## src/rtl/l2_axi_serdes_pkg.sv

```systemverilog
// AXI bus/L2 struct types plus serdes state, register image and beat geometry helper.
// Geometry: line 256b / bus 64b -> 4 beats; beat size 3 (8 bytes).
package types_amba_pkg;
    localparam int CFG_SYSBUS_ADDR_BITS  = 48;
    localparam int CFG_SYSBUS_DATA_BITS  = 64;
    localparam int CFG_SYSBUS_DATA_BYTES = CFG_SYSBUS_DATA_BITS / 8;
    localparam int CFG_SYSBUS_ID_BITS    = 5;
    localparam int CFG_SYSBUS_USER_BITS  = 1;

    localparam logic [1:0] AXI_BURST_INCR = 2'd1;
    localparam logic [1:0] AXI_RESP_OKAY  = 2'd0;
    localparam logic [1:0] AXI_RESP_SLVERR = 2'd2;
    localparam logic [1:0] AXI_RESP_DECERR = 2'd3;

    typedef struct packed {
        logic [CFG_SYSBUS_ADDR_BITS-1:0] addr;
        logic [7:0]                      len;
        logic [2:0]                      size;
        logic [1:0]                      burst;
        logic                            lock;
        logic [3:0]                      cache;
        logic [2:0]                      prot;
        logic [3:0]                      qos;
        logic [3:0]                      region;
    } axi4_metadata_type;

    typedef struct packed {
        logic                              aw_valid;
        axi4_metadata_type                 aw_bits;
        logic [CFG_SYSBUS_ID_BITS-1:0]     aw_id;
        logic [CFG_SYSBUS_USER_BITS-1:0]   aw_user;
        logic                              w_valid;
        logic [CFG_SYSBUS_DATA_BITS-1:0]   w_data;
        logic                              w_last;
        logic [CFG_SYSBUS_DATA_BYTES-1:0]  w_strb;
        logic [CFG_SYSBUS_USER_BITS-1:0]   w_user;
        logic                              b_ready;
        logic                              ar_valid;
        axi4_metadata_type                 ar_bits;
        logic [CFG_SYSBUS_ID_BITS-1:0]     ar_id;
        logic [CFG_SYSBUS_USER_BITS-1:0]   ar_user;
        logic                              r_ready;
    } axi4_master_out_type;

    typedef struct packed {
        logic                              aw_ready;
        logic                              w_ready;
        logic                              b_valid;
        logic [1:0]                        b_resp;
        logic [CFG_SYSBUS_ID_BITS-1:0]     b_id;
        logic [CFG_SYSBUS_USER_BITS-1:0]   b_user;
        logic                              ar_ready;
        logic                              r_valid;
        logic [1:0]                        r_resp;
        logic [CFG_SYSBUS_DATA_BITS-1:0]   r_data;
        logic                              r_last;
        logic [CFG_SYSBUS_ID_BITS-1:0]     r_id;
        logic [CFG_SYSBUS_USER_BITS-1:0]   r_user;
    } axi4_master_in_type;
endpackage

package types_river_pkg;
    import types_amba_pkg::*;
    localparam int L1CACHE_LINE_BITS      = 256;
    localparam int L1CACHE_BYTES_PER_LINE = L1CACHE_LINE_BITS / 8;

    typedef struct packed {
        logic                                aw_valid;
        axi4_metadata_type                   aw_bits;
        logic [CFG_SYSBUS_ID_BITS-1:0]       aw_id;
        logic [CFG_SYSBUS_USER_BITS-1:0]     aw_user;
        logic                                w_valid;
        logic [L1CACHE_LINE_BITS-1:0]        w_data;
        logic                                w_last;
        logic [L1CACHE_BYTES_PER_LINE-1:0]   w_strb;
        logic [CFG_SYSBUS_USER_BITS-1:0]     w_user;
        logic                                b_ready;
        logic                                ar_valid;
        axi4_metadata_type                   ar_bits;
        logic [CFG_SYSBUS_ID_BITS-1:0]       ar_id;
        logic [CFG_SYSBUS_USER_BITS-1:0]     ar_user;
        logic                                r_ready;
    } axi4_l2_out_type;

    typedef struct packed {
        logic                                aw_ready;
        logic                                w_ready;
        logic                                b_valid;
        logic [1:0]                          b_resp;
        logic [CFG_SYSBUS_ID_BITS-1:0]       b_id;
        logic [CFG_SYSBUS_USER_BITS-1:0]     b_user;
        logic                                ar_ready;
        logic                                r_valid;
        logic [1:0]                          r_resp;
        logic [L1CACHE_LINE_BITS-1:0]        r_data;
        logic                                r_last;
        logic [CFG_SYSBUS_ID_BITS-1:0]       r_id;
        logic [CFG_SYSBUS_USER_BITS-1:0]     r_user;
    } axi4_l2_in_type;
endpackage

package l2_axi_serdes_pkg;
    import types_amba_pkg::*;
    import types_river_pkg::*;

    localparam int BEATS     = L1CACHE_LINE_BITS / CFG_SYSBUS_DATA_BITS;
    localparam int BEAT_SIZE = $clog2(CFG_SYSBUS_DATA_BYTES);
    localparam int LINE_SIZE = $clog2(L1CACHE_BYTES_PER_LINE);
    localparam int CNT_W     = $clog2(BEATS) + 1;

    typedef enum logic [2:0] {
        idle, st_ar, st_r, st_l2_r, st_aw, st_w, st_b, st_l2_b
    } l2_axi_serdes_state_t;

    typedef struct packed {
        l2_axi_serdes_state_t              state;
        logic [CFG_SYSBUS_ADDR_BITS-1:0]   addr;
        logic [2:0]                        size;
        logic [7:0]                        len;
        logic [CFG_SYSBUS_ID_BITS-1:0]     id;
        logic [CFG_SYSBUS_USER_BITS-1:0]   user;
        logic [2:0]                        prot;
        logic                              lock;
        logic [L1CACHE_LINE_BITS-1:0]      line;
        logic [L1CACHE_BYTES_PER_LINE-1:0] wstrb;
        logic [1:0]                        resp;
        logic [CNT_W-1:0]                  cnt;
    } l2_axi_serdes_registers;

    localparam l2_axi_serdes_registers l2_axi_serdes_r_reset = '0;

    // Returns {len, beat size}: wider-than-bus requests become a burst of full-width beats.
    function automatic logic [10:0] beat_geom(input logic [2:0] req_size);
        logic [10:0] g;
        g = {8'd0, req_size};
        if (req_size > 3'(BEAT_SIZE)) begin
            g = {8'((1 << (req_size - 3'(BEAT_SIZE))) - 1), 3'(BEAT_SIZE)};
        end
        return g;
    endfunction
endpackage

```

## src/rtl/l2_axi_serdes.sv

```systemverilog
// Line-wide L2 AXI request <-> INCR burst of bus-wide beats; one transaction in flight.
// Optional error counter port o_err_cnt under L2_AXI_SERDES_ERRCNT_EN.
module l2_axi_serdes
    import types_amba_pkg::*;
    import types_river_pkg::*;
    import l2_axi_serdes_pkg::*;
#(
    parameter int LINE_BITS = L1CACHE_LINE_BITS,
    parameter int BUS_BITS  = CFG_SYSBUS_DATA_BITS
) (
    input  logic                i_clk,
    input  logic                i_nrst,
    input  axi4_l2_out_type     i_l2o,
    output axi4_l2_in_type      o_l2i,
    input  axi4_master_in_type  i_msti,
`ifdef L2_AXI_SERDES_ERRCNT_EN
    output logic [15:0]         o_err_cnt,
`endif
    output axi4_master_out_type o_msto
);
    localparam int IDX_W = $clog2(LINE_BITS / BUS_BITS);

    l2_axi_serdes_registers r_q, r_d;
    axi4_metadata_type      meta;
    logic [IDX_W-1:0]       widx;
    logic                   unused_inputs;

    assign unused_inputs = ^{i_l2o, i_msti};

    always_comb begin
        meta       = '0;
        meta.addr  = r_q.addr;
        meta.len   = r_q.len;
        meta.size  = r_q.size;
        meta.burst = AXI_BURST_INCR;
        meta.lock  = r_q.lock;
        meta.prot  = r_q.prot;
    end

    // A single-beat request picks its slice by address; a burst walks the slices in order.
    assign widx = (r_q.len == 8'd0) ? r_q.addr[LINE_SIZE-1:BEAT_SIZE] : r_q.cnt[IDX_W-1:0];

    always_comb begin
        r_d    = r_q;
        o_l2i  = '0;
        o_msto = '0;
        case (r_q.state)
            idle: begin
                if (i_l2o.aw_valid) begin
                    o_l2i.aw_ready       = 1'b1;
                    o_l2i.w_ready        = 1'b1;
                    {r_d.len, r_d.size}  = beat_geom(i_l2o.aw_bits.size);
                    r_d.addr             = i_l2o.aw_bits.addr;
                    r_d.id               = i_l2o.aw_id;
                    r_d.user             = i_l2o.aw_user;
                    r_d.prot             = i_l2o.aw_bits.prot;
                    r_d.lock             = i_l2o.aw_bits.lock;
                    r_d.line             = i_l2o.w_data;
                    r_d.wstrb            = i_l2o.w_strb;
                    r_d.resp             = AXI_RESP_OKAY;
                    r_d.state            = st_aw;
                end else if (i_l2o.ar_valid) begin
                    o_l2i.ar_ready       = 1'b1;
                    {r_d.len, r_d.size}  = beat_geom(i_l2o.ar_bits.size);
                    r_d.addr             = i_l2o.ar_bits.addr;
                    r_d.id               = i_l2o.ar_id;
                    r_d.user             = i_l2o.ar_user;
                    r_d.prot             = i_l2o.ar_bits.prot;
                    r_d.lock             = i_l2o.ar_bits.lock;
                    r_d.resp             = AXI_RESP_OKAY;
                    r_d.state            = st_ar;
                end
            end
            st_ar: begin
                o_msto.ar_valid = 1'b1;
                o_msto.ar_bits  = meta;
                o_msto.ar_id    = r_q.id;
                o_msto.ar_user  = r_q.user;
                if (i_msti.ar_ready) begin
                    r_d.cnt   = '0;
                    r_d.state = st_r;
                end
            end
            st_r: begin
                o_msto.r_ready = 1'b1;
                if (i_msti.r_valid) begin
                    if (r_q.len == 8'd0) begin
                        r_d.line = {BEATS{i_msti.r_data}};
                    end else begin
                        r_d.line[r_q.cnt[IDX_W-1:0]*BUS_BITS +: BUS_BITS] = i_msti.r_data;
                    end
                    // Only the first error is reported; later beats cannot mask it.
                    if (r_q.resp == AXI_RESP_OKAY) begin
                        r_d.resp = i_msti.r_resp;
                    end
                    r_d.cnt = r_q.cnt + 1'b1;
                    if (i_msti.r_last || (8'(r_q.cnt) == r_q.len)) begin
                        r_d.state = st_l2_r;
                    end
                end
            end
            st_l2_r: begin
                o_l2i.r_valid = 1'b1;
                o_l2i.r_last  = 1'b1;
                o_l2i.r_data  = r_q.line;
                o_l2i.r_resp  = r_q.resp;
                o_l2i.r_id    = r_q.id;
                o_l2i.r_user  = r_q.user;
                if (i_l2o.r_ready) begin
                    r_d.state = idle;
                end
            end
            st_aw: begin
                o_msto.aw_valid = 1'b1;
                o_msto.aw_bits  = meta;
                o_msto.aw_id    = r_q.id;
                o_msto.aw_user  = r_q.user;
                if (i_msti.aw_ready) begin
                    r_d.cnt   = '0;
                    r_d.state = st_w;
                end
            end
            st_w: begin
                o_msto.w_valid = 1'b1;
                o_msto.w_data  = r_q.line[widx*BUS_BITS +: BUS_BITS];
                o_msto.w_strb  = r_q.wstrb[widx*(BUS_BITS/8) +: BUS_BITS/8];
                o_msto.w_last  = (8'(r_q.cnt) == r_q.len);
                o_msto.w_user  = r_q.user;
                if (i_msti.w_ready) begin
                    r_d.cnt = r_q.cnt + 1'b1;
                    if (8'(r_q.cnt) == r_q.len) begin
                        r_d.state = st_b;
                    end
                end
            end
            st_b: begin
                o_msto.b_ready = 1'b1;
                if (i_msti.b_valid) begin
                    r_d.resp  = i_msti.b_resp;
                    r_d.state = st_l2_b;
                end
            end
            st_l2_b: begin
                o_l2i.b_valid = 1'b1;
                o_l2i.b_resp  = r_q.resp;
                o_l2i.b_id    = r_q.id;
                o_l2i.b_user  = r_q.user;
                if (i_l2o.b_ready) begin
                    r_d.state = idle;
                end
            end
            default: r_d = l2_axi_serdes_r_reset;
        endcase
    end

    always_ff @(posedge i_clk) begin
        if (!i_nrst) begin
            r_q <= l2_axi_serdes_r_reset;
        end else begin
            r_q <= r_d;
        end
    end

`ifdef L2_AXI_SERDES_ERRCNT_EN
    logic [15:0] err_cnt_q, err_cnt_d;
    logic        txn_err;

    // A transaction counts as complete at its L2-side response handshake.
    always_comb begin
        txn_err = (r_q.resp != AXI_RESP_OKAY) &&
                  (((r_q.state == st_l2_r) && i_l2o.r_ready) ||
                   ((r_q.state == st_l2_b) && i_l2o.b_ready));
        err_cnt_d = err_cnt_q;
        if (txn_err && (err_cnt_q != 16'hFFFF)) begin
            err_cnt_d = err_cnt_q + 16'd1;
        end
    end

    always_ff @(posedge i_clk) begin
        if (!i_nrst) begin
            err_cnt_q <= '0;
        end else begin
            err_cnt_q <= err_cnt_d;
        end
    end

    assign o_err_cnt = err_cnt_q;
`endif
endmodule

```

## config.mk

```make
export PLATFORM = sky130hd
export DESIGN_NAME = l2_axi_serdes
export DESIGN_NICKNAME = d
export VERILOG_FILES = /design/src/rtl/l2_axi_serdes_pkg.sv /design/src/rtl/l2_axi_serdes.sv
export SDC_FILE = /design/constraint.sdc
export NUM_CORES = 1
export LEC_CHECK = 0
export BUFFER_PORTS_ARGS = -buffer_cell sky130_fd_sc_hd__buf_2
export CORE_AREA = 4 4 410 412
export CTS_CLUSTER_SIZE = 10
export DETAILED_ROUTE_END_ITERATION = 8
export DIE_AREA = 0 0 414 416
export GPL_TIMING_DRIVEN = 1
export PLACE_DENSITY = 0.3
export SLEW_MARGIN = 0
export SYNTH_ARGS = -nofsm -noshare
export SYNTH_HDL_FRONTEND = slang
export SYNTH_SLANG_ARGS = --single-unit
```

## constraint.sdc

```tcl
create_clock -name i_clk -period 3 [get_ports i_clk]
set_input_delay 0.15 -clock i_clk [delete_from_list [all_inputs] [get_ports i_clk]]
set_output_delay 0.15 -clock i_clk [all_outputs]
set_load 0.02 [all_outputs]
```

=== Word-level counts from Yosys, hierarchy flattened ===
Index checks and enable logic that the tools add are counted.

* Add/sub/neg operators: 6
* Order comparisons: 2
* Equal/unequal tests: 20
* Shifts and indexed selects: 6
* Mux-type cells: 42
* Reductions and logical operators: 14

{| class="wikitable"
|+ Operators by type and width
! operator !! count
|-
| 256-bit two-way mux || 2
|-
| 256-bit case mux with 2 select lines || 1
|-
| 288-bit two-way mux || 1
|-
| 266-bit two-way mux || 1
|-
| 256-bit bitwise mux || 1
|-
| 64-bit by 34-bit variable shift with 256-bit output (first input constant) || 1
|-
| 256-bit by 9-bit indexed part select with 64-bit output || 1
|-
| 64-bit by 34-bit indexed part select with 256-bit output || 1
|-
| 84-bit two-way mux || 2
|-
| 72-bit two-way mux || 2
|-
| 75-bit two-way mux || 1
|-
| 3-bit two-way mux || 12
|-
| 8-bit negator with 34-bit output || 1
|-
| 32-bit by 6-bit indexed part select with 8-bit output || 1
|-
| 3-bit case mux with 8 select lines || 1
|-
| 11-bit two-way mux || 2
|-
| 2-bit != test (second input constant) || 11
|-
| 1-bit by 3-bit << shifter with 8-bit output (first input constant) || 2
|-
| 8-bit by 2-bit subtractor with 8-bit output (second input constant) || 2
|-
| 2-bit two-way mux || 7
|-
| 3-bit equality test (second input constant) || 4
|-
| 3-bit case mux with 4 select lines || 1
|-
| 10-bit AND reduction || 1
|-
| 5-bit AND reduction || 2
|-
| 20 further kinds || 29
|}

* Bits in registers: 365
* Word-level logic and storage cells: 102

=== Logic depth before layout (Yosys ltp) ===
* Depth in word-level cells: 7
* Mapped depth: 12
* Depth with buffers taken out: 10

=== Worst setup path after synthesis ===
No wires, ideal clock.

* Path type: reg2out
* Start: reg r_q (netlist bit meta[24])
* End: out o_msto[159] (netlist name)
* Arrival time: 2.467 ns
* Required time: 2.850 ns
* Path slack: 0.383 ns
* Cell stages (with the launch flop): 11
* Buffers on the path: 5
* Cells stage by stage: dfxtp_1 or4_1 clkbuf_1 or3_1 buf_2 mux2i_1 buf_4 buf_12 buf_12 mux2i_1 o22ai_1

{| class="wikitable"
|+ RTL lines
! item !! RTL line !! text
|-
| start: declaration || l2_axi_serdes.sv:23 || <nowiki>l2_axi_serdes_registers r_q, r_d;</nowiki>
|-
| start signal: assignment || l2_axi_serdes.sv:158 || <nowiki>r_q <= l2_axi_serdes_r_reset;</nowiki>
|-
| start signal: assignment || l2_axi_serdes.sv:160 || <nowiki>r_q <= r_d;</nowiki>
|-
| end: declaration || l2_axi_serdes.sv:19 || <nowiki>output axi4_master_out_type o_msto</nowiki>
|}

==> results.sh <==
export IMPL_drive_gt1_share_pct=34.7
export IMPL_syn_area_mm2=0.0212
export IMPL_leakage_nw=16.7
export IMPL_async_flop_share_pct=0
export IMPL_die_h_um=416
export IMPL_core_mm2=0.164
export IMPL_vdd_ir_drop_max_v=0.000410
export IMPL_violations="negative setup slack"
export IMPL_numCtsBuffers=53
export IMPL_ff2ff_setup_slack_ns=0.17
export IMPL_worst_slack_ns=-0.416
export IMPL_clk_latency_ns=0.65
export IMPL_start_util_pct=12.9
export IMPL_synth_warning_count=0
export IMPL_avgSynthCellArea_um2=8.23
export IMPL_cts_buffer_depth=3
export IMPL_holdCritPathClass="in -> reg"
export IMPL_fmax_ghz=0.293
export IMPL_dp_cells=5609
export IMPL_critPathSlowestCell="or4_4"
export IMPL_gp_congestion=0.841
export IMPL_first_global_vias=27000
export IMPL_grt_pass1_wl_um=215000
export IMPL_drc_errors=0
export IMPL_drv_slew=0
export IMPL_grt_total_usage_pct=17.0
export IMPL_dr_first_iter_drc_count=1603
export IMPL_syn_to_final_growth_pct=73.1
export IMPL_num_fill_cells=18400
export IMPL_worstMarginPinSlew_ns=0.945
export IMPL_crit_arrival_ns=3.27
export IMPL_crit_fanout=12
export IMPL_startpoint_type="register"
export IMPL_finalNonFillerCells=6186
export IMPL_outcome="complete, but fails checks"
export IMPL_slew_headroom_pct=37.0
export IMPL_netlist_instances=2581
export IMPL_fin_crit_ns=3.42
export IMPL_io_buffers=986
export IMPL_vias=25700
export IMPL_crit_chain="or4_4 -> or3_4 -> mux2i_4 -> buf_12 -> buf_16 -> buf_16 -> mux2i_2 -> o22ai_2 -> buf_6"
export IMPL_clock_sinks=365
export IMPL_skew_ns=0.0295
export IMPL_pin_count=1072
export IMPL_ant_nets=0
export IMPL_synth_edf_count=0
export IMPL_grt_max_degree=109
export IMPL_rows=149
export IMPL_post_route_period_util_pct=114
export IMPL_ys_ff_latch=365
export IMPL_cts_max_level=2
export IMPL_clkSlewWorstSetupHoldPaths_ns=0.06
export IMPL_synth_cell_types=50
export IMPL_finalHoldViolCount=0
export IMPL_firstDrtPassIters=5
export IMPL_cp_common_cell="buf_16"
export IMPL_grt_overflow=0
export IMPL_wl_per_cell_um=24.9
export IMPL_dpl_hpwl_um=115000
export IMPL_p_total_mw=30.3
export IMPL_die_w_um=414
export IMPL_rsz0062_at_grt="yes"
export IMPL_cap_viol_max_count=0
export IMPL_ys_flop_type="dfxtp_1"
export IMPL_fin_nets=4505
export IMPL_cts_tree="yes"
export IMPL_p_per_area_mw_per_mm2=824
export IMPL_via_per_inst=4.15
export IMPL_crit_path_max_incr_delay_ns=0.54
export IMPL_required_ns=2.85
export IMPL_critPathTopFamily="simple AND/OR/NAND/NOR gates"
export IMPL_grt_antenna_before_repair=31
export IMPL_finalSetupViolCount=72
export IMPL_path_buf_inv=4
export IMPL_cts_root_buf="clkbuf_16"
export IMPL_cp_end_kind="output pin"
export IMPL_synth_seq_area_share_pct=34.4
export IMPL_fin_util_pct=22.4
export IMPL_path_class="reg -> out"
export IMPL_dieArea_mm2=0.172
export IMPL_wirelength_um=154000
-- worst register-to-register path: stages, from the launching register on --
cell and delay [ns]:
dfxtp_2 0.31, or4_4 0.54, or3_4 0.42, buf_4 0.19
o41ai_4 0.10, buf_12 0.33, a221oi_1 0.20, dlygate4sd3_1 0.58
nor2_1 0.09
-- Yosys cell counts, types with 2 or more instances --
cell,n,area (um2)
nand3_1,2,10.0
dfxtp_1,365,7310
a31oi_1,6,37.5
inv_1,18,67.6
and3_1,5,31.3
nand2_1,79,297
clkbuf_1,234,878
nor3b_1,10,75.1
nand2b_1,3,18.8
a221oi_1,263,2300
a21o_1,4,30.0
xnor2_1,8,70.1
a211oi_1,60,450
or3_1,5,31.3
ha_1,9,113
nor2b_1,3,18.8
a21oi_1,44,220
o21ai_0,268,1340
buf_1,7,26.3
or4_1,2,15.0
nand3b_1,2,15.0
o31ai_1,7,52.6
buf_2,10,50.1
nor3_1,6,30.0
clkbuf_4,5,37.5
mux2i_1,210,2100
o22ai_1,15,93.8
nor2_1,338,1270
and2_1,474,2970
and3b_1,2,17.5
buf_12,7,140
o22ai_2,59,738
buf_4,34,255
-- state kept, by name, summed over array words and instances, names as in the netlist --
name	cells
r_q	302
meta	63
-- cells by family (layout without fill, tap and decap cells) --
kind of cell | after synthesis | in the layout | synth area share [%]
DFF | 365 | 365 | 34.4
and+or+nand+nor | 934 | 934 | 22.7
xor gates and xnor gates | 9 | 9 | 0.371
adders and majority gates | 9 | 9 | 0.530
buffers and inverters | 317 | 1696 | 6.89
muxes | 211 | 211 | 9.95
other | 1 | 38 | 0.0177
AOI/OAI and AO/OA | 735 | 735 | 25.1
-- layout by cell type (no fill, tap or decap), drive strengths merged, types with 9 or more instances in the layout --
master       count
nor2           338
clkinv          12
inv             19
a211oi          60
diode           12
ha               9
buf           1140
clkbuf          82
dlygate4sd3    440
mux2i          210
nand2           79
and2           474
a21oi           44
dfxtp          365
a221oi         263
o21ai          269
conb            26
nor3b           10
o22ai           74
-- power breakdown --
part	internal (mW)	leakage (nW)	total, mW	switching, mW
clock	3.75	0.838	6.40	2.65
sequential	6.51	3.01	8.48	1.98
combinational	6.02	12.8	15.4	9.40
-- metrics by stage --
step | setup TNS (ns) | area [um2] | hold slack [ns] | setup slack [ns]
after floorplan | 0 | 21300 | 0.286 | 0.383
after global placement | -0.0125 | 29300 | 0.397 | -0.00767
after detailed placement | 0 | 29300 | 0.400 | 0.00527
after CTS | -30.43 | 36100 | 0.00270 | -0.504
after global routing | -33.05 | 36700 | 0.0392 | -0.524
final | -23.51 | 36800 | 0.0736 | -0.416
-- per-layer routing --
metal	track usage (%)	part of all wire, %	wire, um
met1	20.8	42	65100
met2	30.7	50	77500
met3	3.34	5.1	7890
met4	4.13	2.4	3770
met5	0	0.064	98
-- worst paths after layout --
kind	end	start	cells after the start
worst max register to register	r_q[275]$_SDFFE_PN0P_	meta[24]$_SDFFE_PN0P_	8
worst max-delay path	o_msto[103]	meta[24]$_SDFFE_PN0P_	9
worst min register to register	r_q[17]$_SDFFE_PN0P_	r_q[17]$_SDFFE_PN0P_	2
worst min-delay path	r_q[65]$_SDFFE_PN0P_	i_msti[35]	4
-- layout make-up --
cell class | instances | area (um2) | share of cell area [%]
Tap cell | 2189 | 2740 | 7.45
Timing Repair Buffer | 1583 | 11700 | 31.7
Clock inverter | 14 | 179 | 0.487
Sequential cell | 365 | 7310 | 19.9
Inverter | 20 | 76.3 | 0.208
Antenna cell | 12 | 30.0 | 0.0817
Clock buffer | 79 | 1530 | 4.15
Multi-Input combinational cell | 1924 | 13200 | 36.0
-- timing repair --
item / in CTS / in global routing
cloned: 4 / 2
hold endpoints to repair: 353 / 0
gates resized for setup: 105 / 108
setup buffers: 10 / 16
pin swaps: 6 / 7
hold buffers: 440 / 0
setup endpoints to repair: 77 / 129
No activity file was read; power rests on OpenSTA's default activity.
